[src/rtl/mxint_linear_arbiter.sv]
// Frame-granular round-robin arbiter sharing one mxint_linear between two requesters.
// Grants whole input tensors, records owners in a tag FIFO and routes results back by tag.
module mxint_linear_arbiter #(
    parameter int PRECISION_0     = 16,
    parameter int PRECISION_1     = 3,
    parameter int IN_NUM          = 16,
    parameter int IN_BEATS        = 25,
    parameter int OUT_PRECISION_0 = 16,
    parameter int OUT_PRECISION_1 = 3,
    parameter int OUT_NUM         = 16,
    parameter int OUT_BEATS       = 25,
    parameter int TAG_DEPTH       = 4
) (
    input  logic                       clk,
    input  logic                       rst,
    input  logic [PRECISION_0-1:0]     mdata_in_0 [IN_NUM-1:0],
    input  logic [PRECISION_1-1:0]     edata_in_0,
    input  logic                       data_in_0_valid,
    output logic                       data_in_0_ready,
    input  logic [PRECISION_0-1:0]     mdata_in_1 [IN_NUM-1:0],
    input  logic [PRECISION_1-1:0]     edata_in_1,
    input  logic                       data_in_1_valid,
    output logic                       data_in_1_ready,
    output logic [PRECISION_0-1:0]     mdata_out [IN_NUM-1:0],
    output logic [PRECISION_1-1:0]     edata_out,
    output logic                       data_out_valid,
    input  logic                       data_out_ready,
    input  logic [OUT_PRECISION_0-1:0] mresult_in [OUT_NUM-1:0],
    input  logic [OUT_PRECISION_1-1:0] eresult_in,
    input  logic                       result_in_valid,
    output logic                       result_in_ready,
    output logic [OUT_PRECISION_0-1:0] mresult_out_0 [OUT_NUM-1:0],
    output logic [OUT_PRECISION_1-1:0] eresult_out_0,
    output logic                       result_out_0_valid,
    input  logic                       result_out_0_ready,
    output logic [OUT_PRECISION_0-1:0] mresult_out_1 [OUT_NUM-1:0],
    output logic [OUT_PRECISION_1-1:0] eresult_out_1,
    output logic                       result_out_1_valid,
    input  logic                       result_out_1_ready,
    output logic                       busy,
    output logic                       grant,
    output logic [$clog2(TAG_DEPTH):0] outstanding
);

    localparam int PTR_W     = $clog2(TAG_DEPTH);
    localparam int CNT_W     = PTR_W + 1;
    localparam int IN_CNT_W  = (IN_BEATS > 1) ? $clog2(IN_BEATS) : 1;
    localparam int OUT_CNT_W = (OUT_BEATS > 1) ? $clog2(OUT_BEATS) : 1;

    typedef enum logic {IDLE, BUSY} state_t;

    state_t               state_q, state_d;
    logic                 grant_q, grant_d;
    logic                 last_grant_q, last_grant_d;
    logic [IN_CNT_W-1:0]  in_cnt_q, in_cnt_d;
    logic [OUT_CNT_W-1:0] out_cnt_q, out_cnt_d;
    logic [TAG_DEPTH-1:0] tag_q, tag_d;
    logic [PTR_W-1:0]     wr_ptr_q, wr_ptr_d;
    logic [PTR_W-1:0]     rd_ptr_q, rd_ptr_d;
    logic [CNT_W-1:0]     count_q, count_d;

    logic tag_full, tag_empty, tag_head;
    logic push, pop, winner, sel_valid, in_hs, res_hs;

    assign tag_full    = (count_q == CNT_W'(TAG_DEPTH));
    assign tag_empty   = (count_q == '0);
    assign tag_head    = tag_q[rd_ptr_q];
    assign busy        = (state_q == BUSY);
    assign grant       = grant_q;
    assign outstanding = count_q;

    // Input FSM: a grant lasts a whole tensor; the owner tag is pushed at grant time.
    always_comb begin
        state_d         = state_q;
        grant_d         = grant_q;
        last_grant_d    = last_grant_q;
        in_cnt_d        = in_cnt_q;
        push            = 1'b0;
        winner          = 1'b0;
        in_hs           = 1'b0;
        data_out_valid  = 1'b0;
        data_in_0_ready = 1'b0;
        data_in_1_ready = 1'b0;
        sel_valid       = grant_q ? data_in_1_valid : data_in_0_valid;
        case (state_q)
            IDLE: begin
                if (!tag_full && (data_in_0_valid || data_in_1_valid)) begin
                    winner   = (data_in_0_valid && data_in_1_valid) ? !last_grant_q : data_in_1_valid;
                    grant_d  = winner;
                    push     = 1'b1;
                    in_cnt_d = '0;
                    state_d  = BUSY;
                end
            end
            BUSY: begin
                data_out_valid  = sel_valid;
                data_in_0_ready = !grant_q && data_out_ready;
                data_in_1_ready = grant_q && data_out_ready;
                in_hs           = sel_valid && data_out_ready;
                if (in_hs) begin
                    if (in_cnt_q == IN_CNT_W'(IN_BEATS - 1)) begin
                        in_cnt_d     = '0;
                        last_grant_d = grant_q;
                        state_d      = IDLE;
                    end else begin
                        in_cnt_d = in_cnt_q + 1'b1;
                    end
                end
            end
            default: state_d = IDLE;
        endcase
    end

    always_comb begin
        for (int unsigned i = 0; i < IN_NUM; i++) begin
            mdata_out[i] = grant_q ? mdata_in_1[i] : mdata_in_0[i];
        end
        edata_out = grant_q ? edata_in_1 : edata_in_0;
    end

    // Result router: only the FIFO head owner sees valid; payload is broadcast.
    always_comb begin
        result_in_ready    = 1'b0;
        result_out_0_valid = 1'b0;
        result_out_1_valid = 1'b0;
        if (!tag_empty) begin
            result_in_ready    = tag_head ? result_out_1_ready : result_out_0_ready;
            result_out_0_valid = !tag_head && result_in_valid;
            result_out_1_valid = tag_head && result_in_valid;
        end
        for (int unsigned i = 0; i < OUT_NUM; i++) begin
            mresult_out_0[i] = mresult_in[i];
            mresult_out_1[i] = mresult_in[i];
        end
        eresult_out_0 = eresult_in;
        eresult_out_1 = eresult_in;
    end

    always_comb begin
        res_hs    = result_in_valid && result_in_ready;
        pop       = 1'b0;
        out_cnt_d = out_cnt_q;
        if (res_hs) begin
            if (out_cnt_q == OUT_CNT_W'(OUT_BEATS - 1)) begin
                pop       = 1'b1;
                out_cnt_d = '0;
            end else begin
                out_cnt_d = out_cnt_q + 1'b1;
            end
        end
    end

    always_comb begin
        tag_d    = tag_q;
        wr_ptr_d = wr_ptr_q;
        rd_ptr_d = rd_ptr_q;
        count_d  = count_q;
        if (push) begin
            tag_d[wr_ptr_q] = winner;
            wr_ptr_d        = wr_ptr_q + 1'b1;
        end
        if (pop) begin
            rd_ptr_d = rd_ptr_q + 1'b1;
        end
        case ({push, pop})
            2'b10:   count_d = count_q + 1'b1;
            2'b01:   count_d = count_q - 1'b1;
            default: count_d = count_q;
        endcase
    end

    always_ff @(posedge clk or posedge rst) begin
        if (rst) begin
            state_q      <= IDLE;
            grant_q      <= 1'b0;
            last_grant_q <= 1'b1;
            in_cnt_q     <= '0;
            out_cnt_q    <= '0;
            tag_q        <= '0;
            wr_ptr_q     <= '0;
            rd_ptr_q     <= '0;
            count_q      <= '0;
        end else begin
            state_q      <= state_d;
            grant_q      <= grant_d;
            last_grant_q <= last_grant_d;
            in_cnt_q     <= in_cnt_d;
            out_cnt_q    <= out_cnt_d;
            tag_q        <= tag_d;
            wr_ptr_q     <= wr_ptr_d;
            rd_ptr_q     <= rd_ptr_d;
            count_q      <= count_d;
        end
    end

endmodule
[config.mk]
export PLATFORM = sky130hd
export DESIGN_NAME = mxint_linear_arbiter
export DESIGN_NICKNAME = d
export VERILOG_FILES = /design/src/rtl/mxint_linear_arbiter.sv
export SDC_FILE = /design/constraint.sdc
export NUM_CORES = 1
export LEC_CHECK = 0
export ABC_AREA = 1
export BUFFER_PORTS_ARGS = -buffer_cell sky130_fd_sc_hd__buf_4
export CAP_MARGIN = 20
export CORE_AREA = 4 4 614 616
export DETAILED_ROUTE_END_ITERATION = 12
export DIE_AREA = 0 0 618 620
export PLACE_DENSITY = 0.3
export SLEW_MARGIN = 5
export SYNTH_ARGS = -nofsm -noshare
export SYNTH_HDL_FRONTEND = slang
export SYNTH_SLANG_ARGS = --single-unit
[constraint.sdc]
create_clock -name clk -period 6.12 [get_ports clk]
set_input_delay 0.612 -clock clk [delete_from_list [all_inputs] [get_ports clk]]
set_output_delay 0.612 -clock clk [all_outputs]
set_load 0.02 [all_outputs]
**Word-level counts from Yosys, hierarchy flattened**

Cells that the tools add are included.

- Eq/ne operators: 7
- Reduce and logical (&&, ||, !) cells: 19
- $lt $le $gt $ge: 3
- Muxes and demuxes: 46
- Bitwise logic cells: 1
- Add/sub/neg operators: 6

Operator list:

| cell | count |
|---|---|
| two-way mux 16 bit | 16 |
| two-way mux 5 bit | 4 |
| two-way mux 1 bit | 19 |
| adder 5 x 1 -> 5 bit (second input constant) | 2 |
| equality test 5 bit (second input constant) | 2 |
| one-hot mux 5 bit (2 select lines) | 1 |
| logical AND 1 bit | 9 |
| less-than comparator 2 x 3 -> 1 bit (second input constant) | 2 |
| one-hot mux 3 bit (2 select lines) | 1 |
| adder 2 x 1 -> 2 bit (second input constant) | 2 |
| bitwise mux 4 bit | 1 |
| zero test 1 bit | 4 |
| AND reduction 2 bit | 2 |
| adder 3 x 1 -> 3 bit (second input constant) | 1 |
| equality test 3 bit (second input constant) | 1 |
| zero test 3 bit | 1 |
| two-way mux 3 bit | 1 |
| AND reduction 3 bit | 1 |
| subtractor 3 x 1 -> 3 bit (second input constant) | 1 |
| binary-select mux 1 bit (select 2 bit) | 1 |
| demux 1 bit (select 2 bit) | 1 |
| equality test 2 x 1 -> 1 bit (second input constant) | 1 |
| equality test 2 bit (second input constant) | 1 |
| greater-or-equal comparator 2 x 1 -> 1 bit (second input constant) | 1 |
| 6 further kinds | 6 |

- Output and inout port bits: 788
- Bits in registers: 24

**Logic depth before layout (Yosys ltp)**

Gate-level depths: netlist (run 1).

- Word-level depth: 8
- Depth in mapped cells: 13
- Gate-level depth less buffers: 13

**Worst setup path after synthesis (run 1)**

OpenSTA, ideal clock, no wires.

- Kind: flip-flop to flip-flop
- From: register out_cnt_q[0]
- To: register count_q[2] (netlist: outstanding[2])
- Period minus slack after synthesis: 2.239 ns
- Path buffers: 0
- Cell stages (with the launch flop): 13
- Arrival time: 2.108 ns
- Path slack: 3.881 ns
- Path through: dfrtp_1 inv_1 ha_1 nand3_1 nor2_1 nand4_1 inv_1 ha_1 inv_1 fa_1 a21oi_1 o21ai_0 xnor2_1

- Longest elaborated chain between the ends: 5
- Elaborated cells between the ends (all ways): 7
- Those cells by class: 3 x eq/ne; 3 x mux; 1 x reduce/logical

RTL lines:

| item | line | text |
|---|---|---|
| start: declaration | 56 | `logic [OUT_CNT_W-1:0] out_cnt_q, out_cnt_d;` |
| start signal: assignment | 188 | `out_cnt_q <= out_cnt_d;` |
| equality test 5 bit * | 144 | `if (out_cnt_q == OUT_CNT_W'(OUT_BEATS - 1)) begin` |
| two-way mux 1 bit * | 144 |  |
| two-way mux 1 bit * | 143 | `if (res_hs) begin` |
| net pop | 63 | `logic push, pop, winner, sel_valid, in_hs, res_hs;` |
| equality test 2 x 1 -> 1 bit / equality test 2 bit (equally long branches) | 165 | `case ({push, pop})` |
| one-hot mux 3 bit (2 select lines) / nonzero test 2 bit (equally long branches) | - |  |
| end signal: assignment | 192 | `count_q <= count_d;` |
| end: declaration | 60 | `logic [CNT_W-1:0] count_q, count_d;` |

Mark *: on every way through the listed nets, which the timed path passes. The rest lies on a longest branch.
A chain may end at the register's enable or synchronous reset.

==> key figures, run 1 <==
Placed design
  – HPWL after detailed placement: 231,400 um
  – Port Buffer Count: 795
  – RD Place Congestion: 0.8320

Clock network
  – CTS tree: yes
  – Htree depth: 1
  – CTS Buffer Depth: 2
  – # clock sinks: 24
  – Clock-pin slew on the worst setup and hold paths: 0.08 ns
  – TritonCTS buffer count: 3
  – Root buffer cell: clkbuf_16
  – Clock Latency Late Sink: 0.28 ns
  – Quantity of hold-fixing buffers added after cts: 0
  – Setup bufs post-CTS: 0
  – Post-cts gate resize count: 0

Setup path
  – Worst setup SP type: flop
  – WP data arrival: 3.60 ns
  – WP data required: 5.51 ns
  – CP endpoint kind: primary output
  – Critical path class: reg2out
  – CP Max Fanout: 76

Global route
  – M3 GR Usage: 13.50%
  – GRT busiest layer: met2
  – GRT Util Overall: 11.92%
  – Initial antenna violation count: 87
  – Total congestion overflow: 0
  – First-pass GRT wire length: 265,400 um
  – Met2 Track Usage GR: 20.69%
  – Largest net degree at the start of global routing: 77
  – Vias in the first global route: 11.11k
  – Met1 GRT Util: 8.831%

Yosys
  – Yosys cell types: 29
  – Post-synthesis async set-or-reset flop share: 100.0%
  – Post-Syn Instances: 1,519
  – Syn avg cell area: 5.572 um^2
  – Top post-synthesis cells by area: buf_4 (46%), nand2_1 (35%), dfrtp_1 (6.8%)
  – Synthesis-stage register bit count: 24
  – Synth Flop Type: dfrtp_1
  – Synth Warn #: 0
  – Post-synth EDFFs: 0
  – Post-synth top area share: 46.04%
  – Sequential area share after synthesis: 7.111%
  – Leading area contributor after synthesis: buf_4
  – Cell area after synthesis: 8463 um^2
  – Syn_nets: 2,314

STA
  – Fmax: 237.5 MHz
  – Period utilization: 68.80%
  – Final setup TNS: 0 ns
  – Final Setup Violations: 0
  – Min cycle time layout: 4.211 ns
  – Hold WS: 0.3957 ns
  – Slew HR: 30.64%
  – Max-slew violation count: 0
  – Worst-Margin Slew: 1.040 ns
  – Clk_skew: 0.01199 ns
  – Final hold vios: 0
  – RSZ-0062 raised after global routing: false

Hold path
  – Hold/Removal Path Class: in2async

Power
  – PD cells: 160.2 nW/um^2
  – Pwr Total: 2.676 mW
  – Leak: 6.926 nW
  – Peak VDD IR: 0.0001033 V

Run status
  – Status: completed

Route
  – Drt first pass iters: 5
  – Drt via density: 1.644
  – Routed WL per cell: 35.89 um
  – Post-route ant nets: 0
  – Drt drc: 0
  – Routed vias: 11.06k
  – Wirelength, routed: 241,400 um
  – Initial DRC Count: 560

Job
  – Max Cap Violations: 0

Final layout
  – Final nets: 2,548
  – # fillers: 44.44k
  – P&R area growth vs syn: 97.46%
  – Final core occ: 4.500%
  – Layout cell share with drive strength beyond 1: 47.09%

Floorplanning
  – # rows: 224
  – Die area: 383,200 um^2
  – Initial Util: 2.279%
  – Core area: 371,400 um^2
  – Die Height: 620 um
  – I/O pin cnt: 1,573
  – Die span in x: 618 um
==> stage by stage <==
step	worst slack (ns)	cell area, um^2	cells
floorplan	3.881	8463	1519
global placement	1.962	16600	6720
detailed placement	1.941	16600	6720
CTS	1.652	16700	6724
global route	1.704	16710	6725
finish	1.909	16710	6727
==> report_power, final <==
part           internal [mW]  switching [mW]  leakage (nW)
sequential             0.200          0.0573         0.303
combinational          0.674            1.54          6.57
clock                  0.131          0.0714        0.0511
==> sequential cells by signal (all words and copies together), names as in the netlist <==
signal,count
outstanding,3
wr_ptr_q,2
last_grant_q,1
tag_q,4
rd_ptr_q,2
grant,1
busy,1
in_cnt_q,5
out_cnt_q,5
==> kinds of logic after synthesis <==
kind of cell	after synthesis	synth area share [%]
compound gates	28	1.967
buf+inv	610	50.52
simple gates	838	37.91
flops	24	7.111
xor+xnor	9	0.9315
fa+ha+maj	10	1.567
==> cell usage in the layout, fill, tap and decap left out, types with 4 or more instances in the layout <==
cell,count
buf_4,807
nand2_1,800
inv_1,31
dfrtp_1,22
o21ai_0,16
nand3_1,13
nor2_1,12
ha_1,9
xor2_1,6
a21oi_1,4
==> layout make-up <==
| class | count | area, um^2 | share of cell area (%) |
|---|---|---|---|
| clock inverters | 1 | 30.03 | 0.1797 |
| diodes | 3 | 7.507 | 0.04492 |
| multi-input cells | 885 | 3586 | 21.46 |
| repair buffers | 807 | 6058 | 36.25 |
| well taps | 4972 | 6221 | 37.23 |
| flip-flops and latches | 24 | 605.6 | 3.624 |
| inverters | 32 | 127.6 | 0.7637 |
| clock buffers | 3 | 75.07 | 0.4492 |
==> cells in the mapped netlist (4+ instances only) <==
master / number
ha_1: 9
clkbuf_1: 33
dfrtp_1: 23
xor2_1: 6
nor2_1: 12
o21ai_0: 16
buf_4: 519
inv_1: 31
nand2_1: 800
buf_2: 24
a21oi_1: 4
nand3_1: 13
==> critical path: stages, from the launching register on <==
cell,delay [ns]
dfrtp_4,0.70
inv_8,0.53
buf_4,0.86
nand2_1,0.58
nand2_1,0.34
buf_4,0.19
==> layer usage <==
layer	share of wire, %	wire [um]
met1	25	60940
met2	49	117200
met3	24	59100
met4	1.6	3806
met5	0.15	360
==> path summary, 6_finish.rpt <==
check,from,slack (ns),end,cells past startpoint
setup reg to reg,grant,3.31,last_grant_q,7
setup / recovery,grant,1.91,mdata_out[13],5
hold reg to reg,tag_q[0],0.54,tag_q[0],2
min in group clk,tag_q[0],0.54,tag_q[0],2
hold / removal,rst,0.40,out_cnt_q[0],3
max in group asynchronous,rst,5.38,last_grant_q,3
(Power assumes the default switching activity.)
==> inputs of run 2 (changes only) <==
--- a/config.mk
+++ b/config.mk
@@ -8,9 +8,9 @@
 export ABC_AREA = 1
 export BUFFER_PORTS_ARGS = -buffer_cell sky130_fd_sc_hd__buf_4
 export CAP_MARGIN = 20
-export CORE_AREA = 4 4 614 616
+export CORE_AREA = 4 4 606 608
 export DETAILED_ROUTE_END_ITERATION = 12
-export DIE_AREA = 0 0 618 620
+export DIE_AREA = 0 0 610 612
 export PLACE_DENSITY = 0.3
 export SLEW_MARGIN = 5
 export SYNTH_ARGS = -nofsm -noshare
==> constraint.sdc (replaced) <==
create_clock -name clk -period 3.5 [get_ports clk]
set_input_delay 0.35 -clock clk [delete_from_list [all_inputs] [get_ports clk]]
set_output_delay 0.35 -clock clk [all_outputs]
set_load 0.02 [all_outputs]
==> key figures, run 2 (same netlist as run 1, synthesis figures left out) <==
Clock network
  – TritonCTS buffer count: 3
  – Setup bufs post-CTS: 0
  – CTS Buffer Depth: 2
  – Clock-pin slew on the worst setup and hold paths: 0.07 ns
  – Htree depth: 1
  – CTS tree: yes
  – # clock sinks: 24
  – Clock Latency Late Sink: 0.27 ns
  – Root buffer cell: clkbuf_16
  – Quantity of hold-fixing buffers added after cts: 0
  – Post-cts gate resize count: 0

Run status
  – Status: completed

Power
  – Peak VDD IR: 0.0002674 V
  – Switching share of power: 63.13%
  – P_sw: 3.037 mW
  – Pwr Total: 4.810 mW
  – Combinational Power Share: 83.6%
  – Clock power frac: 7.3%
  – Int Power: 1.773 mW
  – Leak: 6.977 nW
  – Part of the power in registers: 9.0%
  – PD cells: 289.1 nW/um^2

Route
  – Routed WL per cell: 37.77 um
  – Drt via density: 1.758
  – Drt first pass iters: 5
  – Initial DRC Count: 771
  – Wirelength, routed: 248,500 um
  – Drt drc: 0
  – Post-route ant nets: 0
  – Routed vias: 11.56k

Global route
  – Largest net degree at the start of global routing: 74
  – Initial antenna violation count: 115
  – GRT Util Overall: 12.61%
  – First-pass GRT wire length: 273,900 um
  – Total congestion overflow: 0
  – Vias in the first global route: 11.59k

Final layout
  – # fillers: 43.27k
  – Multi-input gate area: 3586 um^2
  – Post-route cell area: 16,640 um^2
  – Top Registers: in_cnt_q x5, out_cnt_q x5, tag_q x4
  – Layout cell share with drive strength beyond 1: 47.30%
  – Final nets: 2,555
  – Non-filler cells, final: 6,578
  – P&R area growth vs syn: 96.63%
  – Most common cell after layout, fill and taps aside: buf_4
  – Seq. cell area: 605.6 um^2
  – Most frequent cells in the layout: buf_4 (811), nand2_1 (800), inv_1 (31), dfrtp_1 (22), o21ai_0 (16)

Setup path
  – Critical path class: reg2out
  – CP Max Fanout: 40
  – Worst setup SP type: flop
  – WP data arrival: 2.91 ns
  – R2R Setup Slk: 1.00 ns
  – WP data required: 3.15 ns
  – CP endpoint kind: primary output

Floorplanning
  – Die span in x: 610 um
  – Initial Util: 2.340%
  – # rows: 221
  – Die Height: 612 um
  – I/O pin cnt: 1,573
  – Die area: 373,300 um^2
  – Core area: 361,700 um^2

Placed design
  – HPWL after detailed placement: 237,300 um
  – Placed Cells: 6,549
  – Post-DP Area: 16,470 um^2
  – Port Buffer Count: 795
  – RD Place Congestion: 0.7868

STA
  – Slew HR: 38.42%
  – RSZ-0062 raised after global routing: false
  – Worst-Margin Slew: 0.9237 ns
  – Clk_skew: 0.003110 ns
  – Final hold vios: 0
  – Fmax: 307.0 MHz
  – Max-slew violation count: 0
  – Period utilization: 93.06%
  – Final Setup Violations: 0
  – Hold WS: 0.1118 ns
  – Final setup TNS: 0 ns
  – Min cycle time layout: 3.257 ns

Hold path
  – Hold/Removal Path Class: in2async

Job
  – Max Cap Violations: 0
==> run 2: cell types whose count changed in the layout (fill, tap and decap cells not counted), sizes merged <==
cell   change
diode     +22
buf        +7
==> run 2: critical path: stages (launching register included) <==
cell and delay (ns):
dfrtp_4 0.56, buf_4 0.40, buf_4 0.69, nand2_1 0.12
nand2_1 0.52, buf_4 0.26
==> run 2: cell type report <==
class | count | area share, %
inverter | 32 | 0.7669
clock inverter | 1 | 0.1805
sequential | 24 | 3.639
antenna | 25 | 0.3759
tap | 4794 | 36.05
clock buffer | 3 | 0.4511
timing repair buffer | 814 | 36.99
multi-input combinational | 885 | 21.55
==> run 2: final timing paths <==
check,cells past startpoint,startpoint,endpoint
max,5,grant,mdata_out[121]
max in group asynchronous,3,rst,last_grant_q
min in group clk,3,data_out_ready,in_cnt_q[1]
min reg2reg,2,tag_q[2],tag_q[2]
max reg2reg,13,out_cnt_q[0],outstanding[2]
min,2,rst,out_cnt_q[0]
==> run 2: layer usage <==
layer,GRT usage [%],wire length [um],vias to the layer above
met4,2.369,6245,20
met1,10.54,70720,5227
met2,20.85,115100,1600
li1,-,-,4515
met5,1.124,560,-
met3,12.99,55870,199
==> run 2: metrics by stage <==
stage,util (%),setup WS [ns]
finish,4.601,0.2428
global route,4.597,0.04971
CTS,4.584,0.06408
detailed placement,4.555,0.3790
global placement,4.547,0.3542
floorplan,-,1.261
==> run 2: power by group through the flow <==
stage               clock [mW]  combinational (mW)  sequential, mW
floorplan                    0                2.17           0.425
global placement             0                4.28           0.435
detailed placement           0                4.25           0.439
CTS                      0.366                4.26           0.433
global route             0.376                4.37           0.445
finish                   0.352                4.02           0.435
